File: config.mk
export PLATFORM = sky130hd
export DESIGN_NAME = turret_aim_ctrl_flat
export DESIGN_NICKNAME = d
export VERILOG_FILES = /design/src/rtl/turret_aim_ctrl_if.sv /design/src/rtl/turret_aim_ctrl.sv /design/src/flat_wrapper.sv
export SDC_FILE = /design/constraint.sdc
export NUM_CORES = 1
export LEC_CHECK = 0
export CORE_MARGIN = 3
export CORE_UTILIZATION = 36
export CTS_BUF_LIST = sky130_fd_sc_hd__clkbuf_4
export CTS_CLUSTER_DIAMETER = 50
export DETAILED_ROUTE_END_ITERATION = 6
export PLACE_DENSITY = 0.95
export SYNTH_ARGS = -nofsm -noshare
export SYNTH_HDL_FRONTEND = slang
export SYNTH_SLANG_ARGS = --single-unit
export TNS_END_PERCENT = 100
File: constraint.sdc
create_clock -name Clk -period 4.3 [get_ports Clk]
set_clock_uncertainty 0.05 [all_clocks]
set_input_delay 0.645 -clock Clk [delete_from_list [all_inputs] [get_ports Clk]]
set_output_delay 0.645 -clock Clk [all_outputs]
set_load 0.005 [all_outputs]
File: src/rtl/turret_aim_ctrl_if.sv
// Bundle of keyboard, timebase, motion-table and aim-output signals for turret_aim_ctrl.
// master: keyboard/table side; slave: the aim controller.
interface turret_aim_ctrl_if #(
    parameter int unsigned N_ANGLES = 9,
    parameter int unsigned VEC_W    = 10,
    parameter int unsigned IDX_W    = (N_ANGLES > 1) ? $clog2(N_ANGLES) : 1
);
    logic                      frame_tick;
    logic [7:0]                keycode;
    logic [N_ANGLES*VEC_W-1:0] mot_x_tbl;
    logic [N_ANGLES*VEC_W-1:0] mot_y_tbl;
    logic [IDX_W-1:0]          angle_idx;
    logic [N_ANGLES-1:0]       angle_onehot;
    logic [VEC_W-1:0]          motion_x;
    logic [VEC_W-1:0]          motion_y;
    logic                      step_pulse;
    logic                      limit_pulse;

    modport master (
        output frame_tick, keycode, mot_x_tbl, mot_y_tbl,
        input  angle_idx, angle_onehot, motion_x, motion_y, step_pulse, limit_pulse
    );

    modport slave (
        input  frame_tick, keycode, mot_x_tbl, mot_y_tbl,
        output angle_idx, angle_onehot, motion_x, motion_y, step_pulse, limit_pulse
    );
endinterface

File: src/rtl/turret_aim_ctrl.sv
// Turret angle controller: keycode presses and hold-to-repeat step an angle index,
// which selects a one-hot sprite vector and a bullet motion vector from a table.
module turret_aim_ctrl #(
    parameter int unsigned N_ANGLES    = 9,
    parameter int unsigned HOME_IDX    = 4,
    parameter logic [7:0]  KEY_INC     = 8'h51,
    parameter logic [7:0]  KEY_DEC     = 8'h52,
    parameter logic [7:0]  KEY_HOME    = 8'h4A,
    parameter bit          WRAP        = 1'b0,
    parameter int unsigned REPEAT_DLY  = 30,
    parameter int unsigned REPEAT_RATE = 8,
    parameter int unsigned VEC_W       = 10
) (
    input  logic              Clk,
    input  logic              Reset,
    turret_aim_ctrl_if.slave  bus
);
    localparam int unsigned IDX_W   = (N_ANGLES > 1) ? $clog2(N_ANGLES) : 1;
    localparam int unsigned CNT_MAX = (REPEAT_DLY > REPEAT_RATE) ? REPEAT_DLY : REPEAT_RATE;
    localparam int unsigned CNT_W   = $clog2(CNT_MAX + 1);

    localparam logic [IDX_W-1:0] HOME      = IDX_W'(HOME_IDX);
    localparam logic [IDX_W-1:0] LAST      = IDX_W'(N_ANGLES - 1);
    localparam logic [CNT_W-1:0] DLY_LAST  = CNT_W'(REPEAT_DLY - 1);
    localparam logic [CNT_W-1:0] RATE_LAST = CNT_W'(REPEAT_RATE - 1);

    typedef enum logic [1:0] {StIdle, StHoldDly, StHoldRpt} state_e;

    state_e              state_q, state_d;
    logic [CNT_W-1:0]    cnt_q, cnt_d;
    logic [IDX_W-1:0]    idx_q, idx_d;
    logic [N_ANGLES-1:0] onehot_q, onehot_d;
    logic [7:0]          key_prev_q;
    logic                step_q, step_d;
    logic                limit_q, limit_d;

    logic is_inc, is_dec, is_home, is_step_key, press, do_step, cnt_wrap;

    assign is_inc      = (bus.keycode == KEY_INC);
    assign is_dec      = (bus.keycode == KEY_DEC);
    assign is_home     = (bus.keycode == KEY_HOME);
    assign is_step_key = is_inc | is_dec;
    // A press is a recognised key that differs from last cycle's keycode, so INC<->DEC
    // without an intervening release also counts as a fresh press.
    assign press       = (is_step_key | is_home) && (bus.keycode != key_prev_q);
    assign cnt_wrap    = (state_q == StHoldDly) ? (cnt_q == DLY_LAST) : (cnt_q == RATE_LAST);

    // Next-state: hold FSM, repeat counter, index arithmetic and event pulses.
    always_comb begin
        state_d = state_q;
        cnt_d   = cnt_q;
        idx_d   = idx_q;
        step_d  = 1'b0;
        limit_d = 1'b0;
        do_step = 1'b0;

        if (press && is_step_key) begin
            // Press beats a coincident frame_tick.
            do_step = 1'b1;
            cnt_d   = '0;
            state_d = StHoldDly;
        end else if (press && is_home) begin
            idx_d   = HOME;
            step_d  = (idx_q != HOME);
            cnt_d   = '0;
            state_d = StIdle;
        end else if (!is_step_key) begin
            cnt_d   = '0;
            state_d = StIdle;
        end else if (bus.frame_tick && (state_q != StIdle)) begin
            if (cnt_wrap) begin
                do_step = 1'b1;
                cnt_d   = '0;
                state_d = StHoldRpt;
            end else begin
                cnt_d = cnt_q + CNT_W'(1);
            end
        end

        if (do_step) begin
            if (is_inc) begin
                if (idx_q == LAST) begin
                    if (WRAP) begin
                        idx_d  = '0;
                        step_d = 1'b1;
                    end else begin
                        limit_d = 1'b1;
                    end
                end else begin
                    idx_d  = idx_q + IDX_W'(1);
                    step_d = 1'b1;
                end
            end else begin
                if (idx_q == '0) begin
                    if (WRAP) begin
                        idx_d  = LAST;
                        step_d = 1'b1;
                    end else begin
                        limit_d = 1'b1;
                    end
                end else begin
                    idx_d  = idx_q - IDX_W'(1);
                    step_d = 1'b1;
                end
            end
        end

        onehot_d = '0;
        for (int i = 0; i < N_ANGLES; i++) begin
            onehot_d[i] = (idx_d == IDX_W'(i));
        end
    end

    // State registers; reset parks the turret at home in IDLE.
    always_ff @(posedge Clk or negedge Reset) begin
        if (!Reset) begin
            state_q    <= StIdle;
            cnt_q      <= '0;
            idx_q      <= HOME;
            onehot_q   <= N_ANGLES'(1) << HOME_IDX;
            key_prev_q <= 8'h00;
            step_q     <= 1'b0;
            limit_q    <= 1'b0;
        end else begin
            state_q    <= state_d;
            cnt_q      <= cnt_d;
            idx_q      <= idx_d;
            onehot_q   <= onehot_d;
            key_prev_q <= bus.keycode;
            step_q     <= step_d;
            limit_q    <= limit_d;
        end
    end

    // Motion vector lookup follows the table combinationally from the registered index.
    logic [VEC_W-1:0] motion_x, motion_y;
    always_comb begin
        motion_x = '0;
        motion_y = '0;
        for (int i = 0; i < N_ANGLES; i++) begin
            if (idx_q == IDX_W'(i)) begin
                motion_x = bus.mot_x_tbl[i*VEC_W +: VEC_W];
                motion_y = bus.mot_y_tbl[i*VEC_W +: VEC_W];
            end
        end
    end

    assign bus.angle_idx    = idx_q;
    assign bus.angle_onehot = onehot_q;
    assign bus.motion_x     = motion_x;
    assign bus.motion_y     = motion_y;
    assign bus.step_pulse   = step_q;
    assign bus.limit_pulse  = limit_q;
endmodule

File: src/flat_wrapper.sv
// flat-port wrapper written by rule: the top's interface ports become plain ports
module turret_aim_ctrl_flat 
#(
    parameter int unsigned N_ANGLES    = 9,
    parameter int unsigned HOME_IDX    = 4,
    parameter logic [7:0]  KEY_INC     = 8'h51,
    parameter logic [7:0]  KEY_DEC     = 8'h52,
    parameter logic [7:0]  KEY_HOME    = 8'h4A,
    parameter bit          WRAP        = 1'b0,
    parameter int unsigned REPEAT_DLY  = 30,
    parameter int unsigned REPEAT_RATE = 8,
    parameter int unsigned VEC_W       = 10
)
  (Clk, Reset, bus_frame_tick, bus_keycode, bus_mot_x_tbl, bus_mot_y_tbl, bus_angle_idx, bus_angle_onehot, bus_motion_x, bus_motion_y, bus_step_pulse, bus_limit_pulse);
  turret_aim_ctrl_if #(.N_ANGLES(N_ANGLES), .VEC_W(VEC_W)) bus_i ();
  input  logic Clk;
  input  logic Reset;
  input wire logic [$bits(bus_i.frame_tick)-1:0] bus_frame_tick;
  input wire logic [$bits(bus_i.keycode)-1:0] bus_keycode;
  input wire logic [$bits(bus_i.mot_x_tbl)-1:0] bus_mot_x_tbl;
  input wire logic [$bits(bus_i.mot_y_tbl)-1:0] bus_mot_y_tbl;
  output wire logic [$bits(bus_i.angle_idx)-1:0] bus_angle_idx;
  output wire logic [$bits(bus_i.angle_onehot)-1:0] bus_angle_onehot;
  output wire logic [$bits(bus_i.motion_x)-1:0] bus_motion_x;
  output wire logic [$bits(bus_i.motion_y)-1:0] bus_motion_y;
  output wire logic [$bits(bus_i.step_pulse)-1:0] bus_step_pulse;
  output wire logic [$bits(bus_i.limit_pulse)-1:0] bus_limit_pulse;
  assign bus_i.frame_tick = bus_frame_tick;
  assign bus_i.keycode = bus_keycode;
  assign bus_i.mot_x_tbl = bus_mot_x_tbl;
  assign bus_i.mot_y_tbl = bus_mot_y_tbl;
  assign bus_angle_idx = bus_i.angle_idx;
  assign bus_angle_onehot = bus_i.angle_onehot;
  assign bus_motion_x = bus_i.motion_x;
  assign bus_motion_y = bus_i.motion_y;
  assign bus_step_pulse = bus_i.step_pulse;
  assign bus_limit_pulse = bus_i.limit_pulse;
  turret_aim_ctrl #(.N_ANGLES(N_ANGLES), .HOME_IDX(HOME_IDX), .KEY_INC(KEY_INC), .KEY_DEC(KEY_DEC), .KEY_HOME(KEY_HOME), .WRAP(WRAP), .REPEAT_DLY(REPEAT_DLY), .REPEAT_RATE(REPEAT_RATE), .VEC_W(VEC_W)) u_core (.Clk(Clk), .Reset(Reset), .bus(bus_i));
endmodule
* Yosys cells after proc, flatten, opt, wreduce, memory -nomap -nowiden
Index checks and enable logic that the tools add are counted.
** Word-level totals
- Register bits after elaboration :: 30
- Output and inout bits :: 35
- Input bits :: 191
** Operators by class
- $add $sub $neg :: 3
- Bitwise logic cells :: 2
- Mux-type cells :: 50
- Reduce and logical (&&, ||, !) cells :: 8
- Equality and inequality tests :: 26
** Operators by type and width (number)
- two-way mux 10 bit :: 18
- equality test 4 x 3 -> 1 bit, second input constant :: 8
- two-way mux 5 bit :: 5
- equality test 8 x 7 -> 1 bit, second input constant :: 3
- two-way mux 4 bit :: 6
- equality test 4 x 2 -> 1 bit, second input constant :: 4
- two-way mux 1 bit :: 16
- two-way mux 2 bit :: 5
- equality test 4 x 1 -> 1 bit, second input constant :: 2
- equality test 4 bit, second input constant :: 2
- logical NOT 4 bit :: 2
- != test 4 bit, second input constant :: 2
- != test 8 bit :: 1
- adder 5 x 1 -> 5 bit, second input constant :: 1
- equality test 5 x 3 -> 1 bit, second input constant :: 1
- equality test 5 bit, second input constant :: 1
- adder 4 x 1 -> 4 bit, second input constant :: 1
- logical AND 1 bit :: 4
- != test 4 x 3 -> 1 bit, second input constant :: 1
- subtractor 4 x 1 -> 4 bit, second input constant :: 1
- equality test 2 x 1 -> 1 bit, second input constant :: 1
- bitwise OR 1 bit :: 2
- AND reduction 2 bit :: 1
- nonzero test 2 bit :: 1

* Logic depth before layout (Yosys ltp)
Gate-level depths: netlist of the first run.
- Word-level depth :: 11
- Gate-level depth with buffers :: 10

* Worst setup path after synthesis of the first run
No wires, ideal clock.
- Kind :: reg-to-output
- Start :: register u_core.idx_q[0], in the netlist u_core.bus.angle_idx[0]
- End :: output port bus_motion_x[0]
- Cell stages (with the launch flop) :: 11
- Setup slack :: 1.382 ns
- Data arrival time :: 2.223 ns
- Cell sequence :: dfrtp_1 > inv_1 > ha_1 > clkbuf_1 > nand2_1 > nor2_1 > clkbuf_1 > a221oi_1 > o21ai_0 > o21ai_0 > a2111oi_0
** On the way
- Cells in the longest elaborated chain, start to end :: 10
** RTL lines
- from (decl) :: RTL line turret_aim_ctrl.sv:31 : logic [IDX_W-1:0] idx_q, idx_d;
- from (signal assigned) :: RTL line turret_aim_ctrl.sv:127 : idx_q <= idx_d;
- logical NOT 4 bit :: RTL line turret_aim_ctrl.sv:141 : if (idx_q == IDX_W'(i)) begin
- two-way mux 10 bit (8 in a row) :: RTL line turret_aim_ctrl.sv:141
- two-way mux 10 bit * :: RTL line turret_aim_ctrl.sv:141
- to (decl) :: RTL line flat_wrapper.sv:24 : output wire logic [$bits(bus_i.motion_x)-1:0] bus_motion_x;
Mark *: on every way between the ends. The rest lies on a longest branch, timed or not.

* Final worst setup path of the first run
- Start :: register u_core.idx_q[0], in the netlist u_core.bus.angle_idx[0]
- End :: output port bus_motion_x[9]
Same word-level chain as after synthesis.

==> flow_metrics.tcl, run 1 <==
set metrics [dict create \
    cts-root-buf "clkbuf_4" \
    r2r_cells 8 \
    multi_input_area_sq_um 1860 \
    critPathLaunch "u_core.bus.angle_idx[0]$_DFF_PN0_" \
    clk_latency_ns 0.34 \
    ys_seq_elements 30 \
    r2r_setup_slack_ns 1.41 \
    die-area_sq_um 8510 \
    fillCellCount 539 \
    min_from "u_core.state_q[1]$_DFFE_PN0P_" \
    cts_setup_buffers 0 \
    crit_type "flip-flop to primary output" \
    die_x_microns 92.2 \
    antenna_found_initial 1 \
    htree_levels 2 \
    status "completed" \
    min_path_type "flip-flop to flip-flop" \
    grt_overflow 0 \
    tns_ns 0 \
    hold_depth 2 \
    critPathArrivalTime_ns 3.52 \
    netlist.area_leader.share_pct 26.2 \
    ant_nets 0 \
    place_hpwl_mm 12.1 \
    grt_pass1_wl_mm 22.4 \
    finalSetupViolCount 0 \
    finalMaxSlewViolations 0 \
    io_buffer_count 225 \
    final_common_cell "clkdlybuf4s50_1" \
    postLayoutCellArea_sq_um 5220 \
    grt_pass1_vias 4144 \
    rows 30 \
    cts.sinks 30 \
    grt_max_degree 29 \
    yosys_warnings 0 \
    vias 4105 \
    nNetsFinal 771 \
    critPathCaptureType "primary output" \
    synth_area_sq_um 2680 \
    drive_gt1_share_pct 10.1 \
    clockBufferDepth 2 \
    fmax_mhz 237 \
    mostFrequentLayoutCells "225 x clkdlybuf4s50_1, 54 x nor2_1, 45 x o21ai_0, 39 x o22ai_1, 28 x dfrtp_1" \
    ys_types 50 \
    place_area_sq_um 5100 \
    dieHeight_microns 92.2 \
    critPathMaxFanout 20 \
    start_util_pct 38.1 \
    total_power_w 0.00226 \
    startpoint_type "flip-flop" \
    ir_drop_uv 291 \
    routed_wl_mm 14.9 \
    tightest_slew_ns 1.22 \
    track_usage_pct 33.9 \
    fin_crit_sh_pct 98.1 \
    synthCells 348 \
    wl_per_cell_microns 22.1 \
    firstDrtPassIters 5 \
    power.leakage_nw 1.94 \
    yosysSeqAreaShare_pct 28.1 \
    critical_path_required_ns 3.61 \
    io_pins 226 \
    clk_pin_slew_worst_paths_ns 0.09 \
    synth_edf_count 0 \
    cts_tree "yes" \
    vias_per_cell 6.11 \
    drc 0 \
    area_growth_pct 95.0 \
    syn_area_per_cell_sq_um 7.69 \
    drv_cap 0 \
    drtIter0Drc 280 \
    regArea_sq_um 753 \
    cts-buffers-inserted 5 \
    synth_top_area_cell "dfrtp_1" \
    gp_congestion 0.973 \
    hold_viol 0 \
    synthesis.nets 545 \
    maxSlewHeadroom_pct 18.7 \
    r2r-start "u_core.state_q[0]$_DFFE_PN0P_" \
    powerDensity_nw_per_um2 433 \
    core_sq_um 7020 \
    fin_crit_ns 4.22 \
    synthTopCellsByArea "dfrtp_1 26%, o22ai_1 9.1%, o21ai_0 8.6%" \
    async_reset_ff_share_pct 100 \
    synth_flop_cell "dfrtp_1" \
]
flip-flops by register name, summed over array words and instances (netlist names):
signal                   flops
u_core.bus.limit_pulse       1
u_core.state_q               2
u_core.cnt_q                 5
u_core.bus.angle_idx         4
u_core.key_prev_q            8
u_core.bus.step_pulse        1
u_core.bus.angle_onehot      9
metrics by stage:
step / setup slack, ns / hold WS [ns] / instances / utilization, %
2_1_floorplan: 1.38 / 0.299 / 348 / -
3_3_place_gp: 0.243 / 0.443 / 663 / 72.7
3_5_place_dp: 0.185 / 0.467 / 663 / 72.7
4_1_cts: 0.0154 / 0.487 / 671 / 73.6
5_1_grt: -0.0185 / 0.510 / 672 / 74.4
6_report: 0.0813 / 0.490 / 672 / 74.4
cells in the mapped netlist, drive strengths merged, types with 4 or more instances:
master,n
nor2,54
o21ai,48
o22ai,39
dfrtp,28
clkbuf,26
a2111oi,20
a221oi,20
nand2,19
a21oi,10
xnor2,10
nor3,9
ha,6
inv,6
nand3,5
nand2b,4
nor4,4
report_power, final:
group	total [W]	leakage, nW	switching [W]	internal, W
combinational	0.00173	1.52	0.000814	0.000913
clock	0.000179	0.0368	0.0000946	0.0000839
sequential	0.000354	0.384	0.0000362	0.000318
worst paths after layout:
check,end
min in group asynchronous,u_core.key_prev_q[4]$_DFF_PN0_
max in group asynchronous,u_core.bus.angle_onehot[3]$_DFF_PN0_
worst max-delay path,bus_motion_x[9]
worst min-delay path,u_core.state_q[1]$_DFFE_PN0P_
worst min register to register,u_core.state_q[1]$_DFFE_PN0P_
worst max register to register,u_core.bus.angle_onehot[8]$_DFF_PN0_
timing repair:
item	4_1_cts	5_1_grt
hold buffers	0	0
endpoints found under the setup margin	1	17
resized for setup	2	20
final cells by class:
| cell class | instances | area share (%) |
|---|---|---|
| antenna | 1 | 0.0479 |
| timing repair buffer | 245 | 46.1 |
| clock buffer | 8 | 1.15 |
| inverter | 6 | 0.431 |
| multi-input combinational | 286 | 35.6 |
| tap | 96 | 2.30 |
| sequential | 30 | 14.4 |
per-layer routing:
metal / vias up / share of wire [%] / global-route usage (%)
li1: 1804 / - / -
met1: 1917 / 34 / 37.9
met2: 328 / 53 / 62.3
met3: 56 / 9.3 / 6.48
met4: 0 / 4.6 / 13.9
met5: - / 0 / 0
cells by family after synthesis:
kind of cell,after synthesis,share of synthesized area (%)
multiplexers,2,0.794
buffers and inverters,32,4.49
adder cells (fa/ha/maj),6,2.80
XOR/XNOR,13,4.25
flip-flops,30,28.1
AND/OR/NAND/NOR,118,23.1
AO/OA/AOI/OAI,147,36.4
worst max-delay path, cell delays in order, from the launching register on:
cell	delay [ns]
dfrtp_1	0.50
inv_1	0.17
ha_2	0.27
nand2_1	0.13
nor2_1	0.15
buf_6	0.22
a221oi_1	0.11
o21ai_0	0.29
o21ai_0	0.18
a2111oi_2	0.55
clkdlybuf4s50_1	0.60
Note: power is estimated with default switching activity, not from simulation.
==> run 2, diff against run 1 <==
- CAP_MARGIN: default -> 0
- PLACE_DENSITY: 0.95 -> 0.9
==> run 2 against run 1 <==
Register-to-register slack gained 0.29 ns. Final cell count shrank 0.74%. Worst hold slack lost 0.0053 ns. Combinational power shrank 5%. First-iteration DRC count shrank 9.6%. Critical endpoint is now bus_motion_x[0].
==> flow_metrics.tcl, run 2 (synthesis results as in run 1) <==
set metrics [dict create \
    cts-buffers-inserted 5 \
    path_depth 9 \
    drv_cap 0 \
    crit_family "buffers and inverters" \
    critPathMaxFanout 11 \
    vias_per_cell 5.81 \
    rsz0062_at_grt "no" \
    die-area_sq_um 8510 \
    fillCellCount 560 \
    tns_ns 0 \
    total_power_w 0.00216 \
    fin_crit_sh_pct 94.5 \
    gp_congestion 1.01 \
    critPathCaptureType "primary output" \
    grt_pass1_vias 3971 \
    core_sq_um 7020 \
    io_buffer_count 225 \
    antenna_found_initial 0 \
    finalMaxSlewViolations 0 \
    critPathLaunch "u_core.bus.angle_idx[0]$_DFF_PN0_" \
    htree_levels 2 \
    vias 3876 \
    cts-root-buf "clkbuf_4" \
    path_cells "inv_1 > ha_1 > and2_2 > buf_4 > a221oi_1 > o21ai_0 > o21ai_0 > a2111oi_1 > clkdlybuf4s50_1" \
    io_pins 226 \
    fmax_mhz 246 \
    slowest_stage "a2111oi_1" \
    cpPeakStageDelay_ns 0.62 \
    drtIter0Drc 253 \
    crit_type "flip-flop to primary output" \
    finalSetupViolCount 0 \
    fin_crit_ns 4.06 \
    startpoint_type "flip-flop" \
    hold_viol 0 \
    placed_cells 659 \
    wl_per_cell_microns 20.2 \
    r2r_cells 7 \
    r2r-end "u_core.bus.angle_onehot[5]$_DFF_PN0_" \
    status "completed" \
    mostFrequentLayoutCells "225 x clkdlybuf4s50_1, 53 x nor2_1, 46 x o21ai_0, 39 x o22ai_1, 28 x dfrtp_1" \
    min_path_type "flip-flop to flip-flop" \
    cts.sinks 30 \
    place_hpwl_mm 11.2 \
    r2r_setup_slack_ns 1.70 \
    die_x_microns 92.2 \
    critPathCapture "bus_motion_x[0]" \
    crit_buf_inv 3 \
    cpMostUsedCell "o21ai_0" \
    firstDrtPassIters 7 \
    rows 30 \
    area_growth_pct 93.1 \
    critical_path_required_ns 3.61 \
    largest_register_ffs 9 \
    drc 0 \
    clk_pin_slew_worst_paths_ns 0.09 \
    nNetsFinal 767 \
    maxSlewHeadroom_pct 37.2 \
    clk_latency_ns 0.33 \
    track_usage_pct 30.9 \
    clockBufferDepth 2 \
    r2r-start "u_core.state_q[0]$_DFFE_PN0P_" \
    cts_tree "yes" \
    grt_overflow 0 \
    ir_drop_uv 266 \
    tightest_slew_ns 0.939 \
    powerDensity_nw_per_um2 417 \
    routed_wl_mm 13.5 \
    critPathArrivalTime_ns 3.37 \
    start_util_pct 38.1 \
    power.leakage_nw 1.91 \
    grt_max_degree 23 \
    final_cells 667 \
    dieHeight_microns 92.2 \
    drive_gt1_share_pct 8.93 \
    grt_pass1_wl_mm 20.5 \
    final_common_cell "clkdlybuf4s50_1" \
    n_antenna_cell 0 \
    cts_setup_buffers 0 \
    ant_nets 0 \
]
## run 2: changes by cell type in the layout (fill, tap and decap cells not counted), moves of 2 or more
cell / before / now
a2111oi_0: 10 / 13
buf_4: 19 / 15
a2111oi_2: 6 / 1
clkbuf_4: 8 / 6
a2111oi_1: 4 / 6
and2_1: 2 / 0
## run 2: how the worst min path moves through the flow
stage | startpoint | endpoint | slack [ns] | cells past startpoint
3_5_place_dp | u_core.state_q[1]$_DFFE_PN0P_ | u_core.state_q[1]$_DFFE_PN0P_ | 0.46 | 2
5_1_grt | u_core.state_q[1]$_DFFE_PN0P_ | u_core.state_q[1]$_DFFE_PN0P_ | 0.54 | 2
6_report | u_core.state_q[1]$_DFFE_PN0P_ | u_core.state_q[1]$_DFFE_PN0P_ | 0.48 | 2
4_1_cts | u_core.state_q[1]$_DFFE_PN0P_ | u_core.state_q[1]$_DFFE_PN0P_ | 0.48 | 2
2_1_floorplan | Reset | u_core.bus.angle_idx[0]$_DFF_PN0_ | 0.30 | 0
3_3_place_gp | u_core.state_q[1]$_DFFE_PN0P_ | u_core.state_q[1]$_DFFE_PN0P_ | 0.44 | 2
## run 2: final cells by class
class	count	area, sq um	share of cell area, %
well taps	96	120	2.32
repair buffers	241	2380	46.1
clock buffers	6	45.0	0.871
inverters	6	22.5	0.436
multi-input cells	286	1840	35.5
clock inverters	2	8.76	0.169
flip-flops and latches	30	753	14.6
## run 2: stage by stage
stage	utilization, %	hold slack [ns]	worst slack [ns]	area, sq um
floorplan	-	0.299	1.38	2680
global placement	72.4	0.444	0.303	5080
detailed placement	72.4	0.464	0.204	5080
CTS	73.2	0.485	0.00123	5140
global route	73.7	0.538	0.00897	5170
finish	73.7	0.484	0.237	5170
## run 2: worst reg2reg max path, stage by stage, from the launching register on
cell and delay [ns]:
dfrtp_1 0.42, o21ai_1 0.44, nor2_1 0.13, a211oi_1 0.48, or2_4 0.25, nand2b_1 0.11, mux2_2 0.39, nor3_1 0.24
## run 2: power breakdown
group,leakage [nW],internal (W),switching [W]
Clock,0.0331,0.0000676,0.0000950
Combinational,1.49,0.000882,0.000753
Sequential,0.384,0.000318,0.0000403
Total,1.91,0.00127,0.000888
## run 2: metal layers
metal	part of all wire [%]	global-route usage [%]
met5	0	0
met4	3.9	14.0
met3	9.0	6.81
met2	51	54.9
met1	36	35.3
## run 2: timing repair
action,CTS,global route
pin swaps,0,1
gates resized for setup,1,15
endpoints found under the setup margin,1,16
hold buffers,0,0
cloned,0,0
